## config.mk

```make
export PLATFORM = sky130hd
export DESIGN_NAME = sd_spi_test_ctrl
export DESIGN_NICKNAME = d
export VERILOG_FILES = /design/src/rtl/sd_spi_test_ctrl.sv
export SDC_FILE = /design/constraint.sdc
export NUM_CORES = 1
export LEC_CHECK = 0
export BUFFER_PORTS_ARGS = -buffer_cell sky130_fd_sc_hd__buf_4
export CORE_UTILIZATION = 30
export DETAILED_ROUTE_END_ITERATION = 16
export PLACE_DENSITY = 0.48
export REMOVE_ABC_BUFFERS = 1
export SYNTH_ARGS = -nofsm -noshare
export SYNTH_HDL_FRONTEND = slang
export SYNTH_SLANG_ARGS = --single-unit
```

## constraint.sdc

```tcl
create_clock -name clk -period 4.55 [get_ports clk]
set_clock_uncertainty 0.05 [all_clocks]
set_input_delay 0.91 -clock clk [delete_from_list [all_inputs] [get_ports clk]]
set_output_delay 0.91 -clock clk [all_outputs]
set_load 0.05 [all_outputs]
```

## src/rtl/sd_spi_test_ctrl.sv

```systemverilog
// sd_spi_test_ctrl: writes N_BLOCKS patterned sectors, reads them back and counts mismatches
module sd_spi_test_ctrl #(
  parameter logic [31:0] START_ADDR    = 32'd2000,
  parameter logic [7:0]  N_BLOCKS      = 8'd4,
  parameter logic [8:0]  WORDS_PER_BLK = 9'd256,
  parameter logic [23:0] TIMEOUT       = 24'd10_000_000
) (
  input  logic        clk,
  input  logic        reset_n,
  input  logic        sd_init_done,
  output logic        wr_start,
  output logic [31:0] wr_sec_addr,
  input  logic        wr_req,
  output logic [15:0] wr_data,
  input  logic        wr_busy,
  output logic        rd_start,
  output logic [31:0] rd_sec_addr,
  input  logic        rd_val_en,
  input  logic [15:0] rd_val_data,
  input  logic        rd_busy,
  output logic        error_flag,
  output logic        test_done,
  output logic [15:0] err_cnt
);
  typedef enum logic [2:0] {IDLE, WR_GO, WR_RUN, RD_GO, RD_RUN, DONE} state_t;
  state_t state, state_n;
  logic [7:0] blk, blk_n;
  logic [8:0] k, k_n;
  logic [23:0] tmo, tmo_n;
  logic wr_busy_q, rd_busy_q;
  logic wr_start_n, rd_start_n, error_flag_n, test_done_n;
  logic [31:0] wr_sec_addr_n, rd_sec_addr_n;
  logic [15:0] wr_data_n, err_cnt_n;
  logic [1:0] inc;
  logic [16:0] err_sum;
  logic clr, rd, word, fall, last;
  // next-state, counters and error accounting for the current cycle
  always_comb begin
    state_n = state;
    blk_n = blk;
    k_n = k;
    tmo_n = tmo;
    wr_start_n = 1'b0;
    rd_start_n = 1'b0;
    wr_sec_addr_n = wr_sec_addr;
    rd_sec_addr_n = rd_sec_addr;
    wr_data_n = wr_data;
    error_flag_n = error_flag;
    test_done_n = test_done;
    inc = 2'd0;
    clr = 1'b0;
    rd = state == RD_GO || state == RD_RUN;
    word = rd ? rd_val_en : wr_req;
    fall = rd ? rd_busy_q & ~rd_busy : wr_busy_q & ~wr_busy;
    last = blk == N_BLOCKS - 8'd1;
    unique case (state)
      IDLE: if (sd_init_done) begin
        clr = 1'b1;
        error_flag_n = 1'b0;
        test_done_n = 1'b0;
        blk_n = 8'd0;
        state_n = WR_GO;
      end
      WR_GO, RD_GO: if (!sd_init_done) state_n = IDLE;
      else begin
        wr_start_n = !rd;
        rd_start_n = rd;
        if (rd) rd_sec_addr_n = START_ADDR + {24'd0, blk};
        else begin
          wr_sec_addr_n = START_ADDR + {24'd0, blk};
          wr_data_n = {blk, 8'd0};
        end
        k_n = 9'd0;
        tmo_n = 24'd0;
        state_n = rd ? RD_RUN : WR_RUN;
      end
      WR_RUN, RD_RUN: if (!sd_init_done) state_n = IDLE;
      else begin
        if (word && k < WORDS_PER_BLK) begin
          k_n = k + 9'd1;
          if (!rd) wr_data_n = {blk, k_n[7:0]};
          else if (rd_val_data != {blk, k[7:0]}) inc = inc + 2'd1;
        end else if (word) inc = inc + 2'd1;
        tmo_n = tmo + 24'd1;
        if (fall) begin
          if (k_n != WORDS_PER_BLK) inc = inc + 2'd1;
          blk_n = last ? 8'd0 : blk + 8'd1;
          state_n = last ? (rd ? DONE : RD_GO) : (rd ? RD_GO : WR_GO);
          if (rd && last) test_done_n = 1'b1;
        end else if (tmo == TIMEOUT - 24'd1) begin
          inc = inc + 2'd1;
          test_done_n = 1'b1;
          state_n = DONE;
        end
      end
      DONE: if (!sd_init_done) state_n = IDLE;
      default: state_n = IDLE;
    endcase
    err_sum = {1'b0, err_cnt} + {15'd0, inc};
    err_cnt_n = clr ? 16'd0 : err_sum[16] ? 16'hFFFF : err_sum[15:0];
    if (inc != 2'd0) error_flag_n = 1'b1;
  end
  // state and registered outputs
  always_ff @(posedge clk) begin
    if (!reset_n) begin
      state <= IDLE;
      blk <= 8'd0;
      k <= 9'd0;
      tmo <= 24'd0;
      wr_busy_q <= 1'b0;
      rd_busy_q <= 1'b0;
      wr_start <= 1'b0;
      rd_start <= 1'b0;
      wr_sec_addr <= 32'd0;
      rd_sec_addr <= 32'd0;
      wr_data <= 16'd0;
      error_flag <= 1'b0;
      test_done <= 1'b0;
      err_cnt <= 16'd0;
    end else begin
      state <= state_n;
      blk <= blk_n;
      k <= k_n;
      tmo <= tmo_n;
      wr_busy_q <= wr_busy;
      rd_busy_q <= rd_busy;
      wr_start <= wr_start_n;
      rd_start <= rd_start_n;
      wr_sec_addr <= wr_sec_addr_n;
      rd_sec_addr <= rd_sec_addr_n;
      wr_data <= wr_data_n;
      error_flag <= error_flag_n;
      test_done <= test_done_n;
      err_cnt <= err_cnt_n;
    end
  end
endmodule

```

### Word-level counts from Yosys, hierarchy flattened

Index checks and enable logic that the tools add are counted.

| operators by class | value |
|---|---|
| reductions and logical operators | 22 |
| add/subtract/negate cells | 6 |
| order comparisons | 1 |
| mux-type cells | 55 |
| equal/unequal tests | 20 |
| bitwise gates (word level) | 6 |

Operator list:

| kind | number |
|---|---|
| 16-bit 2-to-1 mux | 6 |
| 24-bit 2-to-1 mux | 2 |
| 24-bit one-hot mux with 2 select lines | 1 |
| 9-bit 2-to-1 mux | 5 |
| 8-bit 2-to-1 mux | 4 |
| 16-bit one-hot mux with 2 select lines | 1 |
| 3-bit 2-to-1 mux | 9 |
| 24-bit by 1-bit adder with 24-bit output (second input constant) | 1 |
| 24-bit == test (second input constant) | 1 |
| 2-bit 2-to-1 mux | 9 |
| 9-bit one-hot mux with 2 select lines | 1 |
| 16-bit by 2-bit adder with 17-bit output | 1 |
| 16-bit inequality test | 1 |
| 2-bit inequality test (second input constant) | 8 |
| 8-bit one-hot mux with 2 select lines | 1 |
| 3-bit AND reduction | 5 |
| 1-bit 2-to-1 mux | 14 |
| 11-bit by 8-bit adder with 12-bit output (first input constant) | 1 |
| 3-bit one-hot mux with 4 select lines | 1 |
| 2-bit nonzero test | 5 |
| 9-bit by 1-bit adder with 9-bit output (second input constant) | 1 |
| 9-bit < comparator (second input constant) | 1 |
| 9-bit inequality test (second input constant) | 1 |
| 8-bit by 1-bit adder with 8-bit output (second input constant) | 1 |
| 19 further kinds | 29 |

| word-level totals | value |
|---|---|
| output and inout port bits | 100 |
| flip-flop bits (word level) | 146 |
| bits of input ports | 23 |
| word-level logic and storage cells | 124 |

### Depth between registers and ports, before layout

Gate-level depths: netlist (run 1).

| depth | value |
|---|---|
| depth in word-level cells | 15 |
| depth in mapped cells | 20 |

### Worst setup path after synthesis (run 1)

OpenSTA, ideal clock, no wires.

| timing | value |
|---|---|
| kind | in2reg |
| from | in rd_val_en |
| to | reg err_cnt[11] |
| setup slack | -0.216 ns |
| stages on the path | 19 |
| arrival time | 4.646 ns |
| buffers on the path | 1 |
| library setup time | 0.070 ns |
| required time | 4.430 ns |
| cell sequence | and4b_2 a31oi_2 a21o_1 nor2_1 o32a_1 or4_1 ha_1 mux2i_1 nor2_1 ha_1 inv_1 fa_1 nand3b_1 nor2_1 and2_1 and2_1 nand3_1 clkbuf_1 a21oi_1 |

| between the ends | value |
|---|---|
| longest elaborated chain between the ends | 12 |

Ends and longest elaborated chain:

| what | line | RTL |
|---|---|---|
| from (decl) | 18 | `input logic rd_val_en,` |
| 1-bit 2-to-1 mux * | 53 | `word = rd ? rd_val_en : wr_req;` |
| 1-bit 2-to-1 mux or 1-bit logical AND (tied branches) | 83, 79 |  |
| 2-bit 2-to-1 mux or 9-bit 2-to-1 mux (tied branches) | 79 | `if (word && k < WORDS_PER_BLK) begin` |
| 2-bit 2-to-1 mux or 9-bit 2-to-1 mux (tied branches) | 77 | `WR_RUN, RD_RUN: if (!sd_init_done) state_n = IDLE;` |
| 2-bit 2-to-1 mux or 9-bit 2-to-1 mux (tied branches) | 56 | `unique case (state)` |
| 2-bit by 1-bit adder with 2-bit output or 9-bit inequality test (tied branches) | 86, 91 |  |
| 2-bit 2-to-1 mux (on tied branches) | 90, 86 |  |
| 2-bit 2-to-1 mux * | 85 | `if (fall) begin` |
| 2-bit 2-to-1 mux * | 77 |  |
| 2-bit 2-to-1 mux * | 56 |  |
| 16-bit by 2-bit adder with 17-bit output * | 99 | `err_sum = {1'b0, err_cnt} + {15'd0, inc};` |
| 16-bit 2-to-1 mux * | 100 | `err_cnt_n = clr ? 16'd0 : err_sum[16] ? 16'hFFFF : err_sum[15:0];` |
| to (signal assigned) | 134 | `err_cnt <= err_cnt_n;` |
| to (decl) | 23 | `output logic [15:0] err_cnt` |

Mark *: on every way between the ends. The rest lies on a longest branch, timed or not. The select of a mux whose other input is x is not followed.
A chain may end at the register's enable or synchronous reset.

### Final worst setup path (run 1)

| timing | value |
|---|---|
| from | in rd_val_en |
| to | reg err_cnt[12] |

Same word-level chain as after synthesis.

==> key figures, run 1 <==
Detailed routing
  – Post-DR vias/cell: 4.85
  – WL/cell: roughly 15 um
  – Via Count: about 4,700
  – TritonRoute pass-1 iters: 4
  – Final WL: between 10,000 and 15,000 um
  – Iter 0 DRT Violations: between 150 and 200
  – DRT antenna net count: 0
  – Drt drc: 0

Layout
  – Synthesis-to-layout area growth: 23.6%
  – Fillers: roughly 1,800
  – Fin util: 0.384
  – # nets final: slightly below 800
  – Design area: ~6700 um2
  – Area of the multi-input gates: ~3100 um2
  – Layout cells sized above 1: 0.245
  – Ant diodes: 0
  – Register Area: 2080 um2

Die
  – Die H: 137 um
  – Core area: approximately 17,000 um2
  – Initial core utilization: 0.311
  – Row count: between 40 and 50
  – Top Ports: roughly 120
  – Die span in x: about 140 um
  – Die area: between 15,000 and 20,000 um2

Synthesis
  – Mean Syn Cell Area: ~8.5 um2
  – Largest area contributor in the netlist: dfxtp_1
  – Cell Area, Synth: 5430 um2
  – Count leader, synth: dfxtp_1
  – Seq cells post-synth: 104
  – Number of enable flip-flop cells after synthesis: 0
  – Main area contributors after synthesis: dfxtp_1, buf_4, a21oi_1
  – Synth Warn #: 0
  – Seq/Total Area, Yosys: 0.383
  – Post-synth cell types: 67
  – Post-synth top area share: 0.383
  – Top FF cell, synth: dfxtp_1
  – Synth top cells by count: dfxtp_1, nand2_1, a21oi_1
  – Async SR Flop Fraction: 0
  – Synthesized instance count: 640

Clock tree
  – Root Driver: clkbuf_16
  – Clk buf depth: 2
  – CTS HTree Levels: 3
  – CTS sink count: 104
  – CTS tree: yes
  – CTS Buf Count: 9
  – Clock-pin slew on the worst setup and hold paths: ~0.07 ns
  – Clk Latency, worst-skew pair: about 0.35 ns
  – CTS Hold Bufs: 0

STA
  – Max_slew headroom: 0.436
  – Hold Violations, Final: 0
  – Final Max Tran Viols: 0
  – RSZ-0062 raised after global routing: true
  – Worst-Margin Slew: roughly 0.84 ns
  – Minimum clock period: around 4.4 ns
  – Final setup viols: 0
  – Worst hold slack: 0.413 ns
  – Fmax: approximately 0.23 GHz
  – Final period utilization: 0.973

Setup path
  – Crit path max fanout: 5
  – CP max stage cell: or4_4
  – Worst Setup SP: rd_val_en
  – FF-to-FF Start: state[0]
  – Worst Setup Start Kind: input port
  – Capturing element type of the critical path: flop
  – CP max stage delay: roughly 0.50 ns
  – CP arrival: between 4 and 5 ns
  – WP data required: roughly 4.7 ns
  – Critical path buffers and inverters: 3
  – Cell family with most CP delay: simple AND/OR/NAND/NOR gates
  – Crit path kind: in -> reg
  – WP depth: 20
  – Reg2reg path depth: 19
  – Critical path cell sequence: buf_6, and4b_2, a31oi_4, a21o_1, nor2_1, o32a_1, or4_4, ha_4, mux2i_4, nor2_2, ha_2, inv_2, fa_2, nand3b_1, nor2_2, and2_4, and2_4, buf_6, and4_1, nor3_1

Power
  – Power per standard cell area: between 200 and 300 nW/um2
  – Worst IR drop on VDD: 0.000192 V
  – Leak: between 2 and 3 nW

Global routing
  – Vias in the first global route: 4,402
  – First-pass GRT wire length: around 22,000 um
  – Grt total ovfl: 0
  – GRT Total Usage: 0.155
  – Initial antenna violation count: 0
  – Pin count of the biggest net entering global routing: 37

Placement
  – GPL Wtd Cong: slightly above 0.8
  – Placed cell area: about 6300 um2
  – Buffers on Ports: 82
  – DP HPWL: 10,200 um

Hold path
  – HP Start: rd_sec_addr[6]
  – Min-delay worst type: reg -> reg
  – Hold Path Cell Cnt: 2

Flow run
  – Total of max-cap violations: 0

Status
  – Status: finished, final reports clean
[path summary, 6_finish.rpt]
check	slack, ns	endpoint
worst max-delay path	0.12	err_cnt[12]
worst min-delay path	0.41	rd_sec_addr[6]
worst max register to register	0.22	err_cnt[12]
worst min register to register	0.41	rd_sec_addr[6]
[worst min-delay path, delay by kind of cell (launching register included)]
kind            cells  cell delay (ns)
compound gates      1             0.05
flops               1             0.31
simple gates        1             0.05
[layout by cell type, fill, tap and decap left out, types with 10 or more instances in the layout]
cell and count:
dfxtp_1 103, nor2_1 58, mux2i_1 11, a21oi_1 53
o21ai_0 11, conb_1 40, xnor2_1 16, xor2_1 27
nand2_1 66, and3_1 13, a21oi_2 10, nand4_1 12
inv_1 11, buf_4 116, nand3_1 25
[final cells by class]
class / instances / area share
Multi-Input combinational cell: 485 / 0.460
Clock buffer: 10 / 0.0341
Tap cell: 225 / 0.0419
Clock inverter: 6 / 0.00652
Inverter: 13 / 0.00727
Timing Repair Buffer: 122 / 0.140
Sequential cell: 104 / 0.310
[kinds of logic (layout without fill, tap and decap cells)]
group,after synthesis,count (layout),share of synthesized area
mux,16,16,0.0304
other cells,1,40,0.000690
simple gates,247,247,0.233
buf+inv,90,151,0.100
xor+xnor,43,43,0.0693
flops,104,104,0.383
fa+ha+maj,12,12,0.0290
compound gates,127,127,0.155
[layer usage]
metal / wire (um) / GRT usage / share of wire
met4: 187 / 0.0383 / 0.013
met1: 6800 / 0.210 / 0.48
met5: 0 / 0 / 0
met2: 6610 / 0.249 / 0.47
met3: 615 / 0.0319 / 0.043
[state kept, by name (all words and copies together), names as in the netlist, 3 cells and up]
| name | flops |
|---|---|
| rd_sec_addr | 11 |
| wr_data | 16 |
| wr_sec_addr | 11 |
| tmo | 24 |
| err_cnt | 16 |
| k | 9 |
| state | 3 |
| blk | 8 |
[power by group]
group          internal (mW)  switching (mW)  total [mW]  leakage [nW]
combinational         0.0525           0.158       0.211          1.73
clock                  0.373           0.351       0.725         0.133
sequential             0.917         0.00780       0.924         0.840
total                   1.34           0.517        1.86          2.70
[through the flow]
step / setup slack (ns) / std cells / total power, mW / TNS, ns
3_3_place_gp: -0.270 / 947 / 1.15 / -3.93
5_1_grt: -0.0328 / 965 / 1.94 / -0.147
2_1_floorplan: -0.236 / 602 / 1.09 / -2.78
4_1_cts: 0.0104 / 963 / 1.88 / 0
6_report: 0.121 / 965 / 1.86 / 0
3_5_place_dp: -0.388 / 947 / 1.15 / -5.34
[what timing repair did]
item | in CTS | in global routing
pin swaps | 0 | 15
setup endpoints to repair | 14 | 16
buffers inserted | 0 | 2
gates resized for setup | 1 | 35
No activity file was read; power rests on OpenSTA's default activity.
==> run 2, diff against run 1 <==
--- a/config.mk
+++ b/config.mk
@@ -5,6 +5,7 @@
 export SDC_FILE = /design/constraint.sdc
 export NUM_CORES = 1
 export LEC_CHECK = 0
+export ABC_AREA = 1
 export BUFFER_PORTS_ARGS = -buffer_cell sky130_fd_sc_hd__buf_4
 export CORE_UTILIZATION = 30
 export DETAILED_ROUTE_END_ITERATION = 16
==> run 2 against run 1 <==
Area after synthesis is 5.4% higher. Synthesized cell count is 32% higher. Critical endpoint is now err_cnt[13]. Total power is 15% higher. Worst setup slack better by 0.39 ns. Via count is 13% higher. Flip-flop and latch count stayed put. Wire length is 5.9% higher. Core utilization is 2.5 points lower. First-iteration DRC count is 32% higher. Count of clock-buffer cells in the layout stayed put. Highest routed layer unchanged. Sequential share of layout area hardly changed. Hold slack better by 0.0035 ns.
==> key figures, run 2 <==
Setup path
  – FF-to-FF Start: k[0]
  – Reg2reg path depth: 26 (+7)
  – CP max stage cell: dfxtp_1
  – CP dominant cell by count: nand2_1
  – WP data required: 4.81 ns (+0.12 ns)
  – Worst Setup Start Kind: flop
  – Cell family with most CP delay: simple AND/OR/NAND/NOR gates
  – Capturing element type of the critical path: flop
  – Worst flop-to-flop path endpoint: err_cnt[13]
  – Critical path buffers and inverters: 5 (+2)
  – CP arrival: 4.30 ns (-0.27 ns)
  – R2R setup slack: 0.51 ns (+0.29 ns)
  – CP max stage delay: 0.46 ns (-0.04 ns)
  – Crit path max fanout: 7 (+2)
  – Crit path kind: reg -> reg

Power
  – Leak: 2.79 nW (+3.3%)
  – Switching fraction of total power: 0.331 (+0.0529)
  – Worst IR drop on VDD: 0.000158 V (-18%)
  – Sequential Power Share: 0.451 (-0.046)
  – P_sw: 0.707 mW (+37%)
  – Int Pwr: 1.43 mW (+6.4%)
  – Power, Total: 2.14 mW (+15%)
  – Clock power frac: 0.362 (-0.028)
  – Power per standard cell area: 318 nW/um2 (+15%)
  – Logic pwr share: 0.186 (+0.073)

Synthesis
  – Count leader, synth: nand2_1
  – Compound-Gate Fraction of Synth Area: 0.129 (-0.0257)
  – Top FF cell, synth: dfxtp_1
  – Post-synthesis xor/xnor area fraction: 0.0398 (-0.0296)
  – Synthesized instance count: 843 (+32%)
  – Synth Warn #: 0 (unchanged)
  – Largest family of logic cells by synthesized area: simple AND/OR/NAND/NOR gates
  – Cell Area, Synth: 5730 um2 (+5.4%)
  – Mean Syn Cell Area: 6.79 um2 (-20%)
  – Async SR Flop Fraction: 0 (unchanged)
  – Seq/Total Area, Yosys: 0.363 (-0.0198)
  – Seq cells post-synth: 104 (unchanged)
  – Synth top cells by count: nand2_1, dfxtp_1, nor2_1
  – Post-synth cell types: 41 (-39%)
  – Main area contributors after synthesis: dfxtp_1, nand2_1, nor2_1
  – Post-synth top area share: 0.363 (-0.0198)
  – Number of enable flip-flop cells after synthesis: 0 (unchanged)
  – Simple-gate share of the synthesized area: 0.298 (+0.0653)
  – Post-synthesis mux area share: 0 (-0.0304)
  – Synthesized-area fraction occupied by adder cells: 0.0275 (-0.00150)
  – Largest area contributor in the netlist: dfxtp_1

Die
  – Die span in x: 140 um (+2.6%)
  – Die area: 19,700 um2 (+5.4%)
  – Core area: 18,700 um2 (+7.0%)
  – Initial core utilization: 0.306 (-0.00463)
  – Top Ports: 123 (unchanged)
  – Row count: 50 (+4.2%)
  – Die H: 140 um (+2.6%)

Flow run
  – Total of max-cap violations: 0 (unchanged)

Clock tree
  – CTS HTree Levels: 3 (unchanged)
  – CTS resizes: 0 (-1)
  – Clock-pin slew on the worst setup and hold paths: 0.08 ns (about the same)
  – Root Driver: clkbuf_16
  – Setup bufs post-CTS: 0 (unchanged)
  – Clk Latency, worst-skew pair: 0.36 ns (about the same)
  – CTS tree: yes
  – CTS Buf Count: 9 (unchanged)
  – CTS sink count: 104 (unchanged)
  – Clk buf depth: 2 (unchanged)
  – CTS Hold Bufs: 0 (unchanged)

Hold path
  – Hold endpoint: rd_sec_addr[0]
  – Min-delay worst type: reg -> reg
  – Hold Path Cell Cnt: 2 (unchanged)
  – HP Start: rd_sec_addr[0]

STA
  – Hold Violations, Final: 0 (unchanged)
  – Total Neg Setup Slack: 0 ns (unchanged)
  – Fin worst setup slack: 0.506 ns (+0.385 ns)
  – Worst-Margin Slew: 0.643 ns (-0.199 ns)
  – Minimum clock period: 4.04 ns (-0.385 ns)
  – RSZ-0062 raised after global routing: false
  – Worst hold slack: 0.417 ns (+0.00354 ns)
  – Final setup viols: 0 (unchanged)
  – Final period utilization: 0.889 (-0.0847)
  – Final Max Tran Viols: 0 (unchanged)
  – Fmax: 0.247 GHz (+9.5%)
  – Max_slew headroom: 0.570 (+0.134)

Layout
  – Synthesis-to-layout area growth: 17.3%
  – Top Registers: tmo: 24 flops, err_cnt: 16 flops, wr_data: 16 flops
  – Commonest non-fill, non-tap cell in the layout: nand2_1
  – Top reg by flops: tmo
  – Most frequent cells in the layout: nand2_1, dfxtp_1, nor2_1
  – Fin util: 0.359 (-0.0250)
  – Layout cells sized above 1: 0.141 (-0.103)
  – Fillers: 2,067 (+13%)
  – Finished Layout Cells: 1,154 (+20%)
  – Max FFs per register: 24 (unchanged)
  – Ant diodes: 0 (unchanged)
  – Design area: 6720 um2 (about the same)
  – # nets final: 950 (+23%)

Detailed routing
  – TritonRoute pass-1 iters: 4 (unchanged)
  – Via Count: 5,292 (+13%)
  – Iter 0 DRT Violations: 254 (+32%)
  – WL/cell: 13.0 um (-11%)
  – Post-DR vias/cell: 4.59 (-5.5%)
  – Final WL: 15,000 um (+5.9%)
  – Drt drc: 0 (unchanged)
  – DRT antenna net count: 0 (unchanged)

Placement
  – Buffers on Ports: 82 (unchanged)
  – Placed cell area: 6420 um2 (+2.4%)
  – DP HPWL: 11,100 um (+8.8%)
  – Dpl ws: 0.173 ns (+0.560 ns)
  – GPL Wtd Cong: 0.816 (-0.63%)
  – Inst Count DP: 1,138 (+20%)

Global routing
  – First-pass GRT wire length: 25,200 um (+12%)
  – Pin count of the biggest net entering global routing: 38 (+2.7%)
  – Vias in the first global route: 4,919 (+12%)
  – Initial antenna violation count: 0 (unchanged)
  – GRT Total Usage: 0.161 (+0.00663)
  – Grt total ovfl: 0 (unchanged)

Status
  – Status: finished, final reports clean
==> run 2: cell count changes after synthesis, sizes merged, moves of 8 or more <==
cell	change
nand2	+117
inv	+88
nor2	+46
o21ai	+44
nand3	+29
xor2	-15
and3	-14
mux2i	-12
clkbuf	-11
nor3	+8
o2bb2ai	-8
==> run 2: cell type report <==
| type | count | area, um2 | share of cell area |
|---|---|---|---|
| well taps | 234 | 293 | 0.0436 |
| multi-input cells | 608 | 2990 | 0.445 |
| clock inverters | 6 | 50.0 | 0.00745 |
| repair buffers | 91 | 683 | 0.102 |
| clock buffers | 10 | 239 | 0.0356 |
| inverters | 101 | 379 | 0.0564 |
| flip-flops and latches | 104 | 2080 | 0.310 |
==> run 2: worst max-delay path by stage <==
| stage | start | end | slack [ns] | cells past startpoint |
|---|---|---|---|---|
| 2_1_floorplan | wr_req | err_cnt[13] | 0.39 | 24 |
| 3_3_place_gp | wr_req | err_cnt[12] | 0.25 | 26 |
| 3_5_place_dp | wr_req | err_cnt[12] | 0.17 | 26 |
| 4_1_cts | state[2] | err_cnt[12] | 0.35 | 27 |
| 5_1_grt | k[0] | err_cnt[12] | 0.009 | 28 |
| 6_report | k[0] | err_cnt[13] | 0.51 | 26 |
==> run 2: worst reg2reg max path, cell delays in order (launching register included) <==
cell and delay [ns]:
dfxtp_1 0.46, ha_1 0.23, nand3_1 0.14, nor2_1 0.19, nand2_1 0.10, o21ai_1 0.24, nand3_1 0.11, nor2_1 0.11
nand3b_1 0.09, ha_1 0.28, inv_1 0.03, nand2_1 0.05, nand2_1 0.04, nor2_1 0.13, ha_1 0.18, inv_1 0.05
fa_1 0.38, inv_1 0.06, nand2_1 0.09, nor3b_2 0.20, nand2_1 0.11, nor2_1 0.18, nand4_1 0.13, buf_4 0.19
nand3_1 0.08, nand2_1 0.05, inv_1 0.05
==> run 2: layer usage <==
layer | part of all wire | GRT usage | wire [um]
met1 | 0.51 | 0.222 | 7610
met2 | 0.45 | 0.256 | 6750
met3 | 0.031 | 0.0239 | 470
met4 | 0.015 | 0.0573 | 227
met5 | 0 | 0 | 0
==> run 2: power by group through the flow <==
| stage | clock network [mW] | logic (mW) | registers, mW |
|---|---|---|---|
| after floorplan | 0 | 0.205 | 1.06 |
| after global placement | 0 | 0.401 | 0.986 |
| after detailed placement | 0 | 0.401 | 0.985 |
| after CTS | 0.801 | 0.402 | 0.964 |
| after global routing | 0.837 | 0.433 | 0.968 |
| final | 0.774 | 0.398 | 0.964 |
==> run 2: cell families (layout without fill, tap and decap cells) <==
| kind of cell | after synthesis | in the layout |
|---|---|---|
| compound gates | 138 | 138 |
| xor+xnor | 26 | 26 |
| fa+ha+maj | 12 | 12 |
| buf+inv | 170 | 208 |
| flops | 104 | 104 |
| other cells | 1 | 40 |
| simple gates | 392 | 392 |
